## src/rtl/wb_resp_pkg.sv

```systemverilog
// wb_resp_pkg: shared constants and source-code helpers for the
// Wishbone response collector (codes: 0 none, k+1 column k, DCOL+1 CSR).
package wb_resp_pkg;

  localparam int SRC_NONE = 0;

  function automatic int src_code(input int idx);
    return idx + 1;
  endfunction

  function automatic int csr_code(input int dcol);
    return dcol + 1;
  endfunction

endpackage

```

## src/rtl/wb_resp_collector_if.sv

```systemverilog
// wb_resp_collector_if: slave responses in, collected master response out.
// slave = collector side, master = driver/observer side.
interface wb_resp_collector_if #(
  parameter int DCOL = 5,
  parameter int DW   = 8,
  parameter int CNTW = 8
);
  localparam int SW = $clog2(DCOL + 2);

  logic            wb_val_from_csr_i;
  logic            wb_ack_from_csr_i;
  logic [DW-1:0]   wb_dat_from_csr_i;
  logic [DCOL-1:0] wb_val_from_matrix_i;
  logic [DCOL-1:0] wb_ack_from_matrix_i;
  logic [DW-1:0]   wb_dat_from_matrix_i [DCOL-1:0];
  logic            wb_clr_i;
  logic            wb_ack_o;
  logic [DW-1:0]   wb_dat_from_o;
  logic [SW-1:0]   wb_src_o;
  logic            wb_err_o;
  logic [CNTW-1:0] wb_coll_cnt_o;

  modport slave (
    input  wb_val_from_csr_i,
    input  wb_ack_from_csr_i,
    input  wb_dat_from_csr_i,
    input  wb_val_from_matrix_i,
    input  wb_ack_from_matrix_i,
    input  wb_dat_from_matrix_i,
    input  wb_clr_i,
    output wb_ack_o,
    output wb_dat_from_o,
    output wb_src_o,
    output wb_err_o,
    output wb_coll_cnt_o
  );

  modport master (
    output wb_val_from_csr_i,
    output wb_ack_from_csr_i,
    output wb_dat_from_csr_i,
    output wb_val_from_matrix_i,
    output wb_ack_from_matrix_i,
    output wb_dat_from_matrix_i,
    output wb_clr_i,
    input  wb_ack_o,
    input  wb_dat_from_o,
    input  wb_src_o,
    input  wb_err_o,
    input  wb_coll_cnt_o
  );

endinterface

```

## src/rtl/wb_rr_arbiter.sv

```systemverilog
// wb_rr_arbiter: combinational round-robin pick of the first request
// at or after ptr (mod N); outputs one-hot gnt, its idx and any.
module wb_rr_arbiter #(
  parameter int N = 5
) (
  input  logic [N-1:0]         req,
  input  logic [$clog2(N)-1:0] ptr,
  output logic [N-1:0]         gnt,
  output logic [$clog2(N)-1:0] idx,
  output logic                 any
);
  localparam int PW = $clog2(N);

  always_comb begin
    int k;
    k   = 0;
    gnt = '0;
    idx = '0;
    any = 1'b0;
    for (int o = 0; o < N; o++) begin
      k = (int'(ptr) + o) % N;
      if (!any && req[k]) begin
        any    = 1'b1;
        gnt[k] = 1'b1;
        idx    = PW'(k);
      end
    end
  end

endmodule

```

## src/rtl/wb_resp_collector.sv

```systemverilog
// wb_resp_collector: per-source holding regs, CSR-priority / column RR
// arbitration, registered ack/dat/src, sticky overflow, collision count.
module wb_resp_collector
  import wb_resp_pkg::*;
#(
  parameter int DCOL = 5,
  parameter int DW   = 8,
  parameter int CNTW = 8
) (
  input logic               wb_clk_i,
  input logic               wb_rst_i,
  wb_resp_collector_if.slave bus
);
  localparam int SW = $clog2(DCOL + 2);
  localparam int PW = $clog2(DCOL);

  logic            csr_pres;
  logic [DCOL-1:0] col_pres;
  logic            csr_pend;
  logic [DW-1:0]   csr_hold;
  logic [DCOL-1:0] col_pend;
  logic [DW-1:0]   col_hold [DCOL];
  logic [PW-1:0]   rr;

  logic [DCOL-1:0] arb_gnt;
  logic [PW-1:0]   arb_idx;
  logic            arb_any;
  logic [DCOL-1:0] col_gnt;
  logic            col_any;

  logic            ovf;
  logic            coll;
  logic [DW-1:0]   nxt_dat;
  logic [SW-1:0]   nxt_src;

  logic            ack_q;
  logic [DW-1:0]   dat_q;
  logic [SW-1:0]   src_q;
  logic            err_q;
  logic [CNTW-1:0] cnt_q;

  assign csr_pres = bus.wb_val_from_csr_i
                  & bus.wb_ack_from_csr_i;
  assign col_pres = bus.wb_val_from_matrix_i
                  & bus.wb_ack_from_matrix_i;

  wb_rr_arbiter #(.N(DCOL)) u_arb (
    .req (col_pend),
    .ptr (rr),
    .gnt (arb_gnt),
    .idx (arb_idx),
    .any (arb_any)
  );

  // A pending CSR always wins, so it can never overflow itself.
  assign col_gnt = csr_pend ? '0 : arb_gnt;
  assign col_any = ~csr_pend & arb_any;

  assign ovf  = |(col_pres & col_pend & ~col_gnt);
  assign coll = $countones({col_pres, csr_pres}) >= 2;

  always_comb begin
    nxt_dat = '0;
    nxt_src = SW'(SRC_NONE);
    if (csr_pend) begin
      nxt_dat = csr_hold;
      nxt_src = SW'(csr_code(DCOL));
    end else if (arb_any) begin
      nxt_dat = col_hold[arb_idx];
      nxt_src = SW'(src_code(int'(arb_idx)));
    end
  end

  // A granted entry frees its slot this edge, so a same-cycle
  // presentation refills it instead of overflowing.
  always_ff @(posedge wb_clk_i or posedge wb_rst_i) begin
    if (wb_rst_i) begin
      csr_pend <= 1'b0;
      csr_hold <= '0;
      col_pend <= '0;
      for (int k = 0; k < DCOL; k++)
        col_hold[k] <= '0;
    end else begin
      if (csr_pres) begin
        csr_pend <= 1'b1;
        csr_hold <= bus.wb_dat_from_csr_i;
      end else if (csr_pend) begin
        csr_pend <= 1'b0;
      end
      for (int k = 0; k < DCOL; k++) begin
        if (col_pres[k] &&
            (!col_pend[k] || col_gnt[k])) begin
          col_pend[k] <= 1'b1;
          col_hold[k] <= bus.wb_dat_from_matrix_i[k];
        end else if (col_gnt[k]) begin
          col_pend[k] <= 1'b0;
        end
      end
    end
  end

  always_ff @(posedge wb_clk_i or posedge wb_rst_i) begin
    if (wb_rst_i) begin
      rr <= '0;
    end else if (col_any) begin
      if (int'(arb_idx) == DCOL - 1)
        rr <= '0;
      else
        rr <= arb_idx + PW'(1);
    end
  end

  always_ff @(posedge wb_clk_i or posedge wb_rst_i) begin
    if (wb_rst_i) begin
      ack_q <= 1'b0;
      dat_q <= '0;
      src_q <= '0;
    end else begin
      ack_q <= csr_pend | arb_any;
      dat_q <= nxt_dat;
      src_q <= nxt_src;
    end
  end

  always_ff @(posedge wb_clk_i or posedge wb_rst_i) begin
    if (wb_rst_i) begin
      err_q <= 1'b0;
      cnt_q <= '0;
    end else if (bus.wb_clr_i) begin
      err_q <= 1'b0;
      cnt_q <= '0;
    end else begin
      if (ovf)
        err_q <= 1'b1;
      if (coll && cnt_q != '1)
        cnt_q <= cnt_q + CNTW'(1);
    end
  end

  assign bus.wb_ack_o      = ack_q;
  assign bus.wb_dat_from_o = dat_q;
  assign bus.wb_src_o      = src_q;
  assign bus.wb_err_o      = err_q;
  assign bus.wb_coll_cnt_o = cnt_q;

endmodule

```

## src/flat_wrapper.sv

```systemverilog
// flat-port wrapper written by rule: the top's interface ports become plain ports
module wb_resp_collector_flat import wb_resp_pkg::*;
#(
  parameter int DCOL = 5,
  parameter int DW   = 8,
  parameter int CNTW = 8
)
  (wb_clk_i, wb_rst_i, bus_wb_val_from_csr_i, bus_wb_ack_from_csr_i, bus_wb_dat_from_csr_i, bus_wb_val_from_matrix_i, bus_wb_ack_from_matrix_i, bus_wb_dat_from_matrix_i, bus_wb_clr_i, bus_wb_ack_o, bus_wb_dat_from_o, bus_wb_src_o, bus_wb_err_o, bus_wb_coll_cnt_o);
  wb_resp_collector_if #(.DCOL(DCOL), .DW(DW), .CNTW(CNTW)) bus_i ();
  input logic wb_clk_i;
  input logic wb_rst_i;
  input wire logic [$bits(bus_i.wb_val_from_csr_i)-1:0] bus_wb_val_from_csr_i;
  input wire logic [$bits(bus_i.wb_ack_from_csr_i)-1:0] bus_wb_ack_from_csr_i;
  input wire logic [$bits(bus_i.wb_dat_from_csr_i)-1:0] bus_wb_dat_from_csr_i;
  input wire logic [$bits(bus_i.wb_val_from_matrix_i)-1:0] bus_wb_val_from_matrix_i;
  input wire logic [$bits(bus_i.wb_ack_from_matrix_i)-1:0] bus_wb_ack_from_matrix_i;
  input wire logic [$bits(bus_i.wb_dat_from_matrix_i)-1:0] bus_wb_dat_from_matrix_i;
  input wire logic [$bits(bus_i.wb_clr_i)-1:0] bus_wb_clr_i;
  output wire logic [$bits(bus_i.wb_ack_o)-1:0] bus_wb_ack_o;
  output wire logic [$bits(bus_i.wb_dat_from_o)-1:0] bus_wb_dat_from_o;
  output wire logic [$bits(bus_i.wb_src_o)-1:0] bus_wb_src_o;
  output wire logic [$bits(bus_i.wb_err_o)-1:0] bus_wb_err_o;
  output wire logic [$bits(bus_i.wb_coll_cnt_o)-1:0] bus_wb_coll_cnt_o;
  assign bus_i.wb_val_from_csr_i = bus_wb_val_from_csr_i;
  assign bus_i.wb_ack_from_csr_i = bus_wb_ack_from_csr_i;
  assign bus_i.wb_dat_from_csr_i = bus_wb_dat_from_csr_i;
  assign bus_i.wb_val_from_matrix_i = bus_wb_val_from_matrix_i;
  assign bus_i.wb_ack_from_matrix_i = bus_wb_ack_from_matrix_i;
  assign bus_i.wb_dat_from_matrix_i = {>>{bus_wb_dat_from_matrix_i}};
  assign bus_i.wb_clr_i = bus_wb_clr_i;
  assign bus_wb_ack_o = bus_i.wb_ack_o;
  assign bus_wb_dat_from_o = bus_i.wb_dat_from_o;
  assign bus_wb_src_o = bus_i.wb_src_o;
  assign bus_wb_err_o = bus_i.wb_err_o;
  assign bus_wb_coll_cnt_o = bus_i.wb_coll_cnt_o;
  wb_resp_collector #(.DCOL(DCOL), .DW(DW), .CNTW(CNTW)) u_core (.wb_clk_i(wb_clk_i), .wb_rst_i(wb_rst_i), .bus(bus_i));
endmodule
```

## config.mk

```make
export PLATFORM = sky130hd
export DESIGN_NAME = wb_resp_collector_flat
export DESIGN_NICKNAME = d
export VERILOG_FILES = /design/src/rtl/wb_resp_pkg.sv /design/src/rtl/wb_resp_collector_if.sv /design/src/rtl/wb_rr_arbiter.sv /design/src/rtl/wb_resp_collector.sv /design/src/flat_wrapper.sv
export SDC_FILE = /design/constraint.sdc
export NUM_CORES = 1
export LEC_CHECK = 0
export CAP_MARGIN = 20
export CORE_MARGIN = 10
export CORE_UTILIZATION = 55
export CTS_CLUSTER_DIAMETER = 50
export CTS_CLUSTER_SIZE = 12
export DETAILED_ROUTE_END_ITERATION = 16
export PLACE_DENSITY = 0.77
export SETUP_SLACK_MARGIN = 0.15
export SYNTH_ARGS = -nofsm -noshare
export SYNTH_HDL_FRONTEND = slang
export SYNTH_SLANG_ARGS = --single-unit
```

## constraint.sdc

```tcl
create_clock -name wb_clk_i -period 7.1 [get_ports wb_clk_i]
set_clock_uncertainty 0.05 [all_clocks]
set_input_delay 0.71 -clock wb_clk_i [delete_from_list [all_inputs] [get_ports wb_clk_i]]
set_output_delay 0.71 -clock wb_clk_i [all_outputs]
set_load 0.05 [all_outputs]
```

==> run metrics, run 1 <==
result of the run finished clean; Synth Instances 702; startpoint of the lowest-slack register-to-register path u_core.rr[1]; total routing usage reported by global routing 21.8%; CTS root buf sky130_fd_sc_hd__clkbuf_16; maximum buffer depth of the clock tree 2; Startpoint Class flip-flop; wire length of the first global-routing pass 28.9 mm; proportion of layout cells with a drive suffix above 1 14.4%; std cell rows 39; final antenna diode count 0; longest individual stage delay on the worst path 0.70 ns; origin of the worst min-delay path u_core.csr_hold[7]; RSZ-0062 raised after global routing no; number of synthesized flops with an enable pin 0; number of hold-slack violations in the final timing report 0; Die Area 0.0163 mm2; critical path startpoint u_core.rr[1]; last weighted congestion value of the routability-driven placer 0.970; final worst path period share 90.8%; synthesized area per cell 9.10 um2; CTS Buf Count 9; num ports 84; Max Freq 155 MHz; clock transition at the registers of the reported paths 0.07 ns; number of detailed-routing iterations run before antenna repair 5; slack of the critical path 0.655 ns; most common library cell in the layout ignoring fill and taps sky130_fd_sc_hd__clkdlybuf4s50_1; via count of the first global-routing pass 5577; endpoint class of the critical path flip-flop; post-route setup TNS 0 ns; fraction of registers with async set or reset after synthesis 100%; DR DRC count 0; Clock Sink Count 78; required time worst endpoint 7.28 ns; GRT Residual Overflow 0; height of the chip 128 um; number of flip-flops and latches in the synthesized netlist 78; number of antenna violations at the first check in global routing 0; horizontal extent of the die 128 um; DR vias 5790; syn_nets 799; clock latency on the worst-skew pair 0.34 ns; pin count of the biggest net entering global routing 79; slew at the pin closest to its max-slew limit 0.990 ns; number of nets in the finished design 861; count of buffers inserted at the top-level ports 83; number of nets still failing antenna checks after routing 0; worst-path fanout max 19; average wire per cell in the routed design 20.2 um; crit-path cells clkinv_1 -> ha_1 -> a21oi_2 -> inv_1 -> ha_1 -> nand2b_1 -> a221o_1 -> o21ai_1 -> mux2i_1 -> nand4b_1 -> nand2_2 -> and4bb_1 -> a2111oi_2 -> nor2_1 -> o21a_1 -> mux2_4; average vias per placed instance 6.35; total of warnings raised by yosys 0; max-slew violation count 0; leading register cell type out of synthesis sky130_fd_sc_hd__dfrtp_1; final number of setup-violating endpoints 0; dpl hpwl 14.1 mm; class of the most critical hold timing path reg -> reg; start-to-end type of the worst setup path reg -> reg; DR iter-0 viols 686; maxcap violations 0; final critical-path required period 6.45 ns; arrival time of the worst setup path 6.63 ns; fraction of the yosys area taken by sequential cells 30.6%; most used cell, CP sky130_fd_sc_hd__ha_1; post-synthesis cell type count 91; Starting Density 56.2%; CTS tree yes; post-place setup slack 0.806 ns; tightest slew margin relative to the limit 34.0%; core footprint 0.0114 mm2; Filler cells 909; routed wire length 18.4 mm; most used cells in the layout excluding fill and tap cells sky130_fd_sc_hd__clkdlybuf4s50_1, sky130_fd_sc_hd__dfrtp_1, sky130_fd_sc_hd__nand2_1; cell at the slowest stage of the critical path sky130_fd_sc_hd__a21oi_2; post-synthesis instance area 0.00638 mm2; number of resized instances in the post-cts repair step 0; CTS HTree Levels 3; buffer count from post-CTS setup fixing 0; layout-stage area growth over the synthesis result 18.4%; hold buffers post-CTS 0
[routing by layer]
metal,vias to the layer above,GRT usage (%),part of all wire [%]
li1,2727,-,-
met1,2740,28.1,44
met2,276,34.4,46
met3,47,4.96,7.3
met4,0,9.14,2.9
met5,-,0,0
[cell usage after synthesis (8+ instances only)]
cell type | instances | area [um2]
sky130_fd_sc_hd__dfrtp_1 | 78 | 1950
sky130_fd_sc_hd__nand2_1 | 52 | 195
sky130_fd_sc_hd__nor2_1 | 50 | 188
sky130_fd_sc_hd__mux2_2 | 42 | 473
sky130_fd_sc_hd__a21oi_1 | 40 | 200
sky130_fd_sc_hd__inv_1 | 38 | 143
sky130_fd_sc_hd__ha_1 | 32 | 400
sky130_fd_sc_hd__o21ai_0 | 28 | 140
sky130_fd_sc_hd__mux2i_1 | 22 | 220
sky130_fd_sc_hd__nor3_1 | 20 | 100
sky130_fd_sc_hd__clkbuf_1 | 18 | 67.6
sky130_fd_sc_hd__nand2b_1 | 13 | 81.3
sky130_fd_sc_hd__buf_2 | 12 | 60.1
sky130_fd_sc_hd__a211o_1 | 10 | 87.6
sky130_fd_sc_hd__nand3_1 | 10 | 50.1
sky130_fd_sc_hd__a32o_1 | 9 | 90.1
sky130_fd_sc_hd__mux2_4 | 9 | 135
sky130_fd_sc_hd__nor2b_1 | 9 | 56.3
sky130_fd_sc_hd__xnor2_1 | 9 | 78.8
sky130_fd_sc_hd__nand4_1 | 8 | 50.1
sky130_fd_sc_hd__o22ai_1 | 8 | 50.1
sky130_fd_sc_hd__o31ai_1 | 8 | 60.1
[flip-flops by register name (all words and copies together) (netlist names), 3 cells and up]
signal	count
u_core.rr	3
u_core.bus.wb_dat_from_o	8
u_core.col_pend	5
u_core.bus.wb_src_o	3
u_core.col_hold	40
u_core.bus.wb_coll_cnt_o	8
u_core.csr_hold	8
[stage by stage]
stage / instances / cell area (um2) / utilization (%) / hold slack (ns)
6_report: 912 / 7560 / 66.5 / 0.438
5_1_grt: 912 / 7560 / 66.5 / 0.459
4_1_cts: 912 / 7560 / 66.5 / 0.445
3_5_place_dp: 896 / 7270 / 63.9 / 0.423
3_3_place_gp: 896 / 7270 / 63.9 / 0.426
2_1_floorplan: 702 / 6380 / - / 0.408
[critical path: cells and delay by family (launching register included)]
family                   cells  cell delay, ns
AO/OA/AOI/OAI                5            2.05
AND/OR/NAND/NOR              5            1.02
adder cells (fa/ha/maj)      2            0.94
buffers and inverters        2            0.92
flip-flops                   1            0.69
multiplexers                 2            0.66
[final timing paths]
check,slack (ns),cells after the start,endpoint
min in group asynchronous,0.93,3,u_core.col_hold[26]
max in group asynchronous,5.42,3,u_core.csr_hold[7]
max,0.65,16,u_core.col_hold[13]
min,0.44,1,u_core.bus.wb_dat_from_o[7]
min reg2reg,0.44,1,u_core.bus.wb_dat_from_o[7]
max reg2reg,0.65,16,u_core.col_hold[13]
[cell families (layout without fill, tap and decap cells)]
kind of cell | count (synthesis) | in the layout | share of synthesized area, %
AO/OA/AOI/OAI | 204 | 204 | 23.8
XOR/XNOR | 15 | 15 | 2.35
adder cells (fa/ha/maj) | 34 | 34 | 6.90
buffers and inverters | 81 | 148 | 5.37
flip-flops | 78 | 78 | 30.6
multiplexers | 75 | 75 | 13.5
AND/OR/NAND/NOR | 215 | 215 | 17.5
[layout make-up]
class / count / area, um2 / area share (%)
clock inverter: 7 / 61.3 / 0.811
inverter: 41 / 159 / 2.10
clock buffer: 9 / 225 / 2.98
sequential: 78 / 1950 / 25.8
multi-input combinational: 543 / 4090 / 54.1
timing repair buffer: 91 / 891 / 11.8
tap: 143 / 179 / 2.37
Power of run 1 is not shown: default switching activity piles up to over one toggle a cycle in this logic, so the estimate is an artifact.
==> run 2: changes to the inputs <==
--- a/constraint.sdc
+++ b/constraint.sdc
@@ -4,2 +4,2 @@
 set_output_delay 0.71 -clock wb_clk_i [all_outputs]
-set_load 0.05 [all_outputs]
+set_load 0.005 [all_outputs]
==> results of run 2 <==
Final layout, timing and power as in run 1 (identical DEF).
Power of run 2 is left out for the same reason.
